`src/rtl/tasks_round_collector.sv`:
```
// Round collector: records dispatched cores, pulses the generator's round ack once all have reported done,
// and captures the first hit with its reconstructed rdata. `define ROUND_TIMEOUT_EN adds a RUN watchdog and o_timeout.
module tasks_round_collector #(
  parameter int unsigned CORES_QNT = 4
`ifdef ROUND_TIMEOUT_EN
  , parameter logic [31:0] TIMEOUT_CYCLES = 32'd1048576
`endif
) (
  input  logic                  i_clk,
  input  logic                  i_n_reset,
  input  logic                  i_gen_term,
  input  logic                  i_task_nf,
  input  logic [15:0]           i_task_core_num,
  input  logic [31:0][7:0]      i_task_rdata_1,
  input  logic [31:0][7:0]      i_task_rdata_2,
  input  logic [CORES_QNT-1:0]  i_core_done,
  input  logic [CORES_QNT-1:0]  i_core_found,
  output logic                  o_tasks_sr_ack,
  output logic                  o_found_vld,
  output logic [15:0]           o_found_core,
  output logic [31:0][7:0]      o_found_rdata_1,
  output logic [31:0][7:0]      o_found_rdata_2,
  input  logic                  i_found_ack,
  output logic [15:0]           o_found_drop_cnt,
  output logic [31:0]           o_round_cnt,
  output logic                  o_bf
`ifdef ROUND_TIMEOUT_EN
  , output logic                o_timeout
`endif
);

  typedef enum logic [1:0] {IDLE, RUN, ACK} state_t;

  state_t               state, state_n;
  logic [CORES_QNT-1:0] dispatched, dispatched_n;
  logic [CORES_QNT-1:0] pending, pending_n;
  logic [CORES_QNT-1:0] disp_bit, hits;
  logic [511:0]         base_rdata, base_n;
  logic [511:0]         found_rdata, found_n;
  logic                 task_ok, capture;
  logic [15:0]          hit_idx, top16;
  logic [16:0]          hit_cnt, drop_add;
  logic [17:0]          drop_sum;
`ifdef ROUND_TIMEOUT_EN
  logic [31:0]          wd_cnt;
  logic                 timeout_hit;
`endif

  assign task_ok = i_task_nf && ({16'd0, i_task_core_num} < CORES_QNT);
  assign hits    = i_core_done & i_core_found;
  assign o_bf    = (pending != '0);

  always_comb begin
    disp_bit = '0;
    for (int k = 0; k < int'(CORES_QNT); k++)
      disp_bit[k] = task_ok && (i_task_core_num == 16'(k));
  end

`ifdef ROUND_TIMEOUT_EN
  assign timeout_hit = (wd_cnt == TIMEOUT_CYCLES - 32'd1);
`endif

  // A same-cycle dispatch re-arms the pending bit after the done clears it.
  always_comb begin
    state_n        = state;
    pending_n      = (pending & ~i_core_done) | disp_bit;
    dispatched_n   = dispatched | disp_bit;
    base_n         = (task_ok && i_task_core_num == 16'd0) ? {i_task_rdata_2, i_task_rdata_1} : base_rdata;
    o_tasks_sr_ack = 1'b0;
    case (state)
      IDLE: if (task_ok) state_n = RUN;
      RUN: begin
        if (pending == '0 && !i_task_nf && dispatched != '0) state_n = ACK;
`ifdef ROUND_TIMEOUT_EN
        else if (timeout_hit) begin
          state_n   = ACK;
          pending_n = '0;
        end
`endif
      end
      ACK: begin
        o_tasks_sr_ack = 1'b1;
        dispatched_n   = disp_bit;
        state_n        = task_ok ? RUN : IDLE;
      end
      default: state_n = IDLE;
    endcase
    if (i_gen_term) begin
      o_tasks_sr_ack = 1'b0;
      state_n        = IDLE;
      pending_n      = '0;
      dispatched_n   = '0;
      base_n         = '0;
    end
  end

  always_ff @(posedge i_clk or negedge i_n_reset) begin
    if (!i_n_reset) begin
      state       <= IDLE;
      pending     <= '0;
      dispatched  <= '0;
      base_rdata  <= '0;
      o_round_cnt <= '0;
    end else begin
      state      <= state_n;
      pending    <= pending_n;
      dispatched <= dispatched_n;
      base_rdata <= base_n;
      if (o_tasks_sr_ack) o_round_cnt <= o_round_cnt + 32'd1;
    end
  end

`ifdef ROUND_TIMEOUT_EN
  always_ff @(posedge i_clk or negedge i_n_reset) begin
    if (!i_n_reset) begin
      wd_cnt    <= '0;
      o_timeout <= 1'b0;
    end else if (i_gen_term) begin
      wd_cnt    <= '0;
      o_timeout <= 1'b0;
    end else begin
      wd_cnt <= (state == RUN) ? wd_cnt + 32'd1 : 32'd0;
      if (state == RUN && state_n == ACK && timeout_hit) o_timeout <= 1'b1;
    end
  end
`endif

  always_comb begin
    hit_idx = '0;
    hit_cnt = '0;
    for (int k = int'(CORES_QNT) - 1; k >= 0; k--)
      if (hits[k]) hit_idx = 16'(k);
    for (int k = 0; k < int'(CORES_QNT); k++)
      hit_cnt = hit_cnt + 17'(hits[k]);
  end

  // Bytes 62 (high) and 63 (low) form a 16-bit field that absorbs the core index with carry.
  assign top16    = {base_rdata[503:496], base_rdata[511:504]} + hit_idx;
  assign found_n  = {top16[7:0], top16[15:8], base_rdata[495:0]};
  assign capture  = (hits != '0) && (!o_found_vld || i_found_ack);
  assign drop_add = capture ? hit_cnt - 17'd1 : hit_cnt;
  assign drop_sum = 18'(o_found_drop_cnt) + 18'(drop_add);

  always_ff @(posedge i_clk or negedge i_n_reset) begin
    if (!i_n_reset) begin
      o_found_vld      <= 1'b0;
      o_found_core     <= '0;
      found_rdata      <= '0;
      o_found_drop_cnt <= '0;
    end else begin
      if (capture) begin
        o_found_vld  <= 1'b1;
        o_found_core <= hit_idx;
        found_rdata  <= found_n;
      end else if (i_found_ack) begin
        o_found_vld <= 1'b0;
      end
      o_found_drop_cnt <= (drop_sum > 18'h0FFFF) ? 16'hFFFF : drop_sum[15:0];
    end
  end

  assign o_found_rdata_1 = found_rdata[255:0];
  assign o_found_rdata_2 = found_rdata[511:256];

endmodule
```
`config.mk`:
```
export PLATFORM = sky130hd
export DESIGN_NAME = tasks_round_collector
export DESIGN_NICKNAME = d
export VERILOG_FILES = /design/src/rtl/tasks_round_collector.sv
export SDC_FILE = /design/constraint.sdc
export NUM_CORES = 2
export LEC_CHECK = 0
export ABC_AREA = 0
export CORE_AREA = 2 2 436 438
export CTS_CLUSTER_DIAMETER = 50
export CTS_CLUSTER_SIZE = 24
export DETAILED_ROUTE_END_ITERATION = 12
export DIE_AREA = 0 0 438 440
export PLACE_DENSITY = 0.4
export SLEW_MARGIN = 20
export SYNTH_ARGS = -nofsm -noshare
export SYNTH_HDL_FRONTEND = slang
export SYNTH_SLANG_ARGS = --single-unit
export TNS_END_PERCENT = 50
```
`constraint.sdc`:
```
create_clock -name i_clk -period 5.8 [get_ports i_clk]
set_clock_uncertainty 0.05 [all_clocks]
set_input_delay 1.45 -clock i_clk [delete_from_list [all_inputs] [get_ports i_clk]]
set_output_delay 1.45 -clock i_clk [all_outputs]
set_load 0.05 [all_outputs]
```
Word-level counts from Yosys, hierarchy flattened
Index checks and enable logic that the tools add are counted.

Muxes and demuxes: 20. Add/subtract/negate cells: 7. Reductions and logical operators: 20. $lt $le $gt $ge: 2. Eq/ne operators: 7. Bitwise gates (word level): 5.

Operators by type and width (count): $mux 512 (2); $mux 16 (4); $add 32x1->32 const B (1); $eq 16x2->1 const B (2); $add 16x17->18 (1); $gt 18x16->1 const B (1); $mux 17 (1); $add 16x16->16 (1); $eq 16x1->1 const B (1); $logic_not 16->1 (1); $lt 16x3->1 const B (1); $mux 4 (3); $reduce_bool 4->1 (3); $and 4x4->4 (2); $logic_and 1x1->1 (8); $mux 2 (4); $or 4x4->4 (2); $ne 3x3->1 const B (2); $pmux 2 s3 (1); $mux 1 (5); $sub 4x1->5 const B (1); $add 3x1->4 (1); $logic_not 4->1 (1); $not 4->4 (1); other kinds (9) (11).

Word-level logic and storage cells: 70. Input port bits: 541. Output and inout bits: 579. Flip-flop bits (word level): 1099.

Depth between registers and ports, before layout
Word-level depth: 9. Gate-level depth with buffers: 17. Mapped depth without buffers: 16.

Worst setup path before layout
Ideal clock, no wire load.

Kind: input port to flip-flop. Start point: in i_core_done[3]. End point: reg o_found_drop_cnt[7]. Arrival time: 4.933 ns. Stages on the path: 16. Data required time: 5.624 ns. Setup slack: 0.692 ns. Cell sequence: and2_1 fa_1 ha_1 inv_1 ha_1 inv_1 ha_1 ha_1 a21oi_1 ha_1 o21ai_0 o21bai_1 or4_4 o31ai_4 buf_4 nand3_1.

Cells in the longest elaborated chain, start to end: 7. Elaborated cells between the ends (all ways): 9. Those cells by class: add/sub: 3; order compare: 1; mux: 2; bitwise: 1; reduce/logical: 2.

Ends and longest elaborated chain: start: declaration (line 16) `input logic [CORES_QNT-1:0] i_core_done,`; $and 4x4->4 * (line 50) `assign hits = i_core_done & i_core_found;`; $add 3x1->4 / $reduce_bool 4->1 (equally long branches) (line 134, 140); $sub 4x1->5 / $logic_and 1x1->1 (equally long branches) (line 141, 140); $mux 17 * (line 141) `assign drop_add = capture ? hit_cnt - 17'd1 : hit_cnt;`; $add 16x17->18 * (line 142) `assign drop_sum = 18'(o_found_drop_cnt) + 18'(drop_add);`; $gt 18x16->1 (line 158) `o_found_drop_cnt <= (drop_sum > 18'h0FFFF) ? 16'hFFFF : drop_sum[15:0];`; $mux 16 * (line 158); end signal: assignment (line 158); end: declaration (line 24) `output logic [15:0] o_found_drop_cnt,`.

Every way passes the cells marked *; elsewhere a longest branch is shown, timed or not. A chain may end at the register's enable or synchronous reset.

Worst setup path after layout
Start point: in i_core_found[3]. End point: reg o_found_drop_cnt[3].

Cells in the longest elaborated chain, start to end: 7. Elaborated cells between the ends (all ways): 9. Those cells by class: add/sub: 3; order compare: 1; mux: 2; bitwise: 1; reduce/logical: 2.

Ends and longest elaborated chain: start: declaration (line 17) `input logic [CORES_QNT-1:0] i_core_found,`; $and 4x4->4 * (line 50); $add 3x1->4 / $reduce_bool 4->1 (equally long branches) (line 134, 140); $sub 4x1->5 / $logic_and 1x1->1 (equally long branches) (line 141, 140); $mux 17 * (line 141); $add 16x17->18 * (line 142); $gt 18x16->1 (line 158); $mux 16 * (line 158).

Marks and branches as above.

==> metrics.yaml <==
htreeDepth: 4
port_buffers: 1105
fin_tns_setup_ns: 0
grt_max_degree: 153
worstPathCellList: "clkdlybuf4s50_1, and2_1, fa_1, ha_1, inv_1, ha_1, inv_1, ha_1, ha_1, a21oi_1, ha_1, o21ai_0, o21bai_1, or4_4, o31ai_4, buf_4, o21ai_0"
cts_sinks: 1085
drv_slew: 0
num_vias: 31200
initial_utilization_pct: 21.7
critPathLaunchType: "primary input"
outcome: "finished clean"
fp.dieW_microns: 438
root_buffer: "clkbuf_16"
cts_buffer_depth: 3
p_seq_share_pct: 39.8
rsz0062_at_grt: "false"
hp-class: "flip-flop to flip-flop"
drt_iter0_markers: 1916
wl_per_cell_microns: 21.8
seq_area_sq_um: 27200
place_hpwl_microns: 112000
yosys_warnings: 0
leakagePower_nw: 28.8
required_ns: 6.42
drt-total-wl_microns: 162000
final_cell_mix: "1,537 x nand2_1, 1,103 x clkdlybuf4s50_1, 1,085 x dfrtp_1, 514 x a22o_1, 159 x clkbuf_16"
yosys.area.top_type: "dfrtp_1"
critPathTopFamily: "adder cells"
p_clk_share_pct: 51.5
grt_pass1_wl_microns: 234000
combPwrFrac_pct: 8.8
slew_headroom_pct: 33.6
maxCapViolations: 0
final_nets: 5331
endpoint_kind: "flip-flop"
ys_types: 57
path_buf_inv: 4
critPathMaxStageDelay_ns: 0.57
peakVddDrop_v: 0.000255
worstMarginPinSlew_ns: 0.996
clk_latency_ns: 0.79
ctsResizeCount: 0
multi_input_area_sq_um: 12300
ios: 1120
fin_crit_sh_pct: 84.2
path_max_fanout: 6
clk_pin_slew_worst_paths_ns: 0.07
netlist_instances: 3670
setup_ws_ns: 0.915
drc: 0
cp.arrival_ns: 5.50
swShare_pct: 25.7
die_area_sq_um: 193000
synth_top_area_share_pct: 66.4
cts_buffers: 152
grt-ovfl-total: 0
cp.depth: 17
ant_nets: 0
avgSynthCellArea_sq_um: 11.1
synth-main-ff-cell: "dfrtp_1"
place_worst_setup_slack_ns: 0.105
syn_area_sq_um: 40900
p_int_w: 0.0144
fp.dieH_microns: 440
fmax_mhz: 205
antenna_found_initial: 50
synth-edff-count: 0
yosys-top-cells-area: "dfrtp_1 66%, nand2_1 14%, a22o_1 11%, buf_6 1.5%, clkbuf_1 1.0%"
setup.worst_path.class: "primary input to flip-flop"
post_cts_buffers: 0
finalHoldViolations: 0
postCtsHoldBufs: 0
core-area_sq_um: 189000
ys_seq_area_share_pct: 66.4
area_growth_pct: 47.0
place_congestion: 0.828
layout_commonest_cell: "nand2_1"
synth-seq-cells: 1085
whs_path_depth: 2
drtPass1Iterations: 7
track_usage_pct: 16.4
power_switching_w: 0.00497
path_common_cell: "ha_1"
async_flop_share_pct: 100
drive_above_1_share_pct: 7.35
row_count: 160
power.density_nw_per_um2: 322
r2r_cells: 11
vias_per_cell: 4.20
setup_viol: 0
cts_tree: "yes"
layout_min_cycle_time_ns: 4.88
crit_slowest_cell: "fa_1"
whs_ns: 0.405
fillCellCount: 19400
grt_pass1_vias: 31900
[area by class of cell]
type	instances	share of cell area [%]
antenna	21	0.0874
inverter	15	0.0937
clock inverter	90	1.95
sequential	1085	45.2
multi-input combinational	2337	20.5
clock buffer	189	7.07
tap	2511	5.23
timing repair buffer	1183	19.9
[stage by stage]
step	cell area (sq um)	utilization, %	cells	power (W)
2_1_floorplan	40900	-	3683	0.00858
3_3_place_gp	54600	29.0	7131	0.00959
3_5_place_dp	54600	29.0	7131	0.00959
4_1_cts	60100	31.9	7410	0.0197
5_1_grt	60100	31.9	7427	0.0202
6_report	60100	31.9	7431	0.0194
[synth_stat cells, drive strengths merged, types with 2 or more instances]
master  number
xnor2       34
or3          4
a21boi       2
nor4         5
nand3       20
and3        13
clkbuf     113
nor4b        2
dfrtp     1085
nand2b      10
a211oi       2
a21o         4
or4          5
and2         4
ha          13
inv         15
o21a         4
o21ai       19
nand3b       4
nor3        14
fa           3
nor2b        4
xor2        17
and4         6
o31ai        2
and3b        2
a21oi       19
nor3b        2
mux2         2
nand2     1538
buf        133
nand4       21
nor2        22
a22o       514
[power groups by stage]
stage	logic [W]	clock network, W	registers, W
floorplan	0.000580	0	0.00801
detailed placement	0.00174	0	0.00784
CTS	0.00175	0.0103	0.00771
global placement	0.00175	0	0.00784
global route	0.00185	0.0106	0.00771
finish	0.00170	0.00997	0.00771
[flip-flops by register name, summed over array words and instances, names as in the netlist]
name              count
base_rdata          512
o_found_drop_cnt     16
found_rdata         512
o_found_vld           1
o_found_core          2
state                 2
o_round_cnt          32
dispatched            4
pending               4
[path summary, 6_finish.rpt]
| path | slack, ns | startpoint | to |
|---|---|---|---|
| max | 0.92 | i_core_found[3] | o_found_drop_cnt[3] |
| min | 0.41 | base_rdata[168] | found_rdata[168] |
| max reg2reg | 2.75 | o_found_vld | o_found_drop_cnt[3] |
| min reg2reg | 0.41 | base_rdata[168] | found_rdata[168] |
| max in group asynchronous | 3.69 | i_n_reset | base_rdata[353] |
| min in group asynchronous | 0.67 | i_n_reset | found_rdata[16] |
[layer usage]
layer  vias up  track usage [%]  part of all wire [%]
met5         -                0                  0.13
met4        28             5.41                   2.7
met3       269             4.82                   6.3
met2       840             27.3                    50
met1     15600             20.3                    41
li1      14500                -                     -
[worst register-to-register path: cells and delay by family, from the launching register on]
kind            cells  cell delay, ns
compound gates      6            1.22
fa+ha+maj           1            0.28
flops               1            0.38
buf+inv             1            0.19
simple gates        3            0.82
[cell families (layout without fill, tap and decap cells)]
kind of cell	count (synthesis)	after routing	synth area share [%]
and+or+nand+nor	1679	1679	16.2
DFF	1085	1085	66.4
AOI/OAI and AO/OA	574	574	11.9
buffers and inverters	261	1477	3.70
xor gates and xnor gates	51	51	1.09
adders and majority gates	16	16	0.545
muxes	3	3	0.0796
other	1	35	0.00917
No activity file was read; power rests on OpenSTA's default activity.
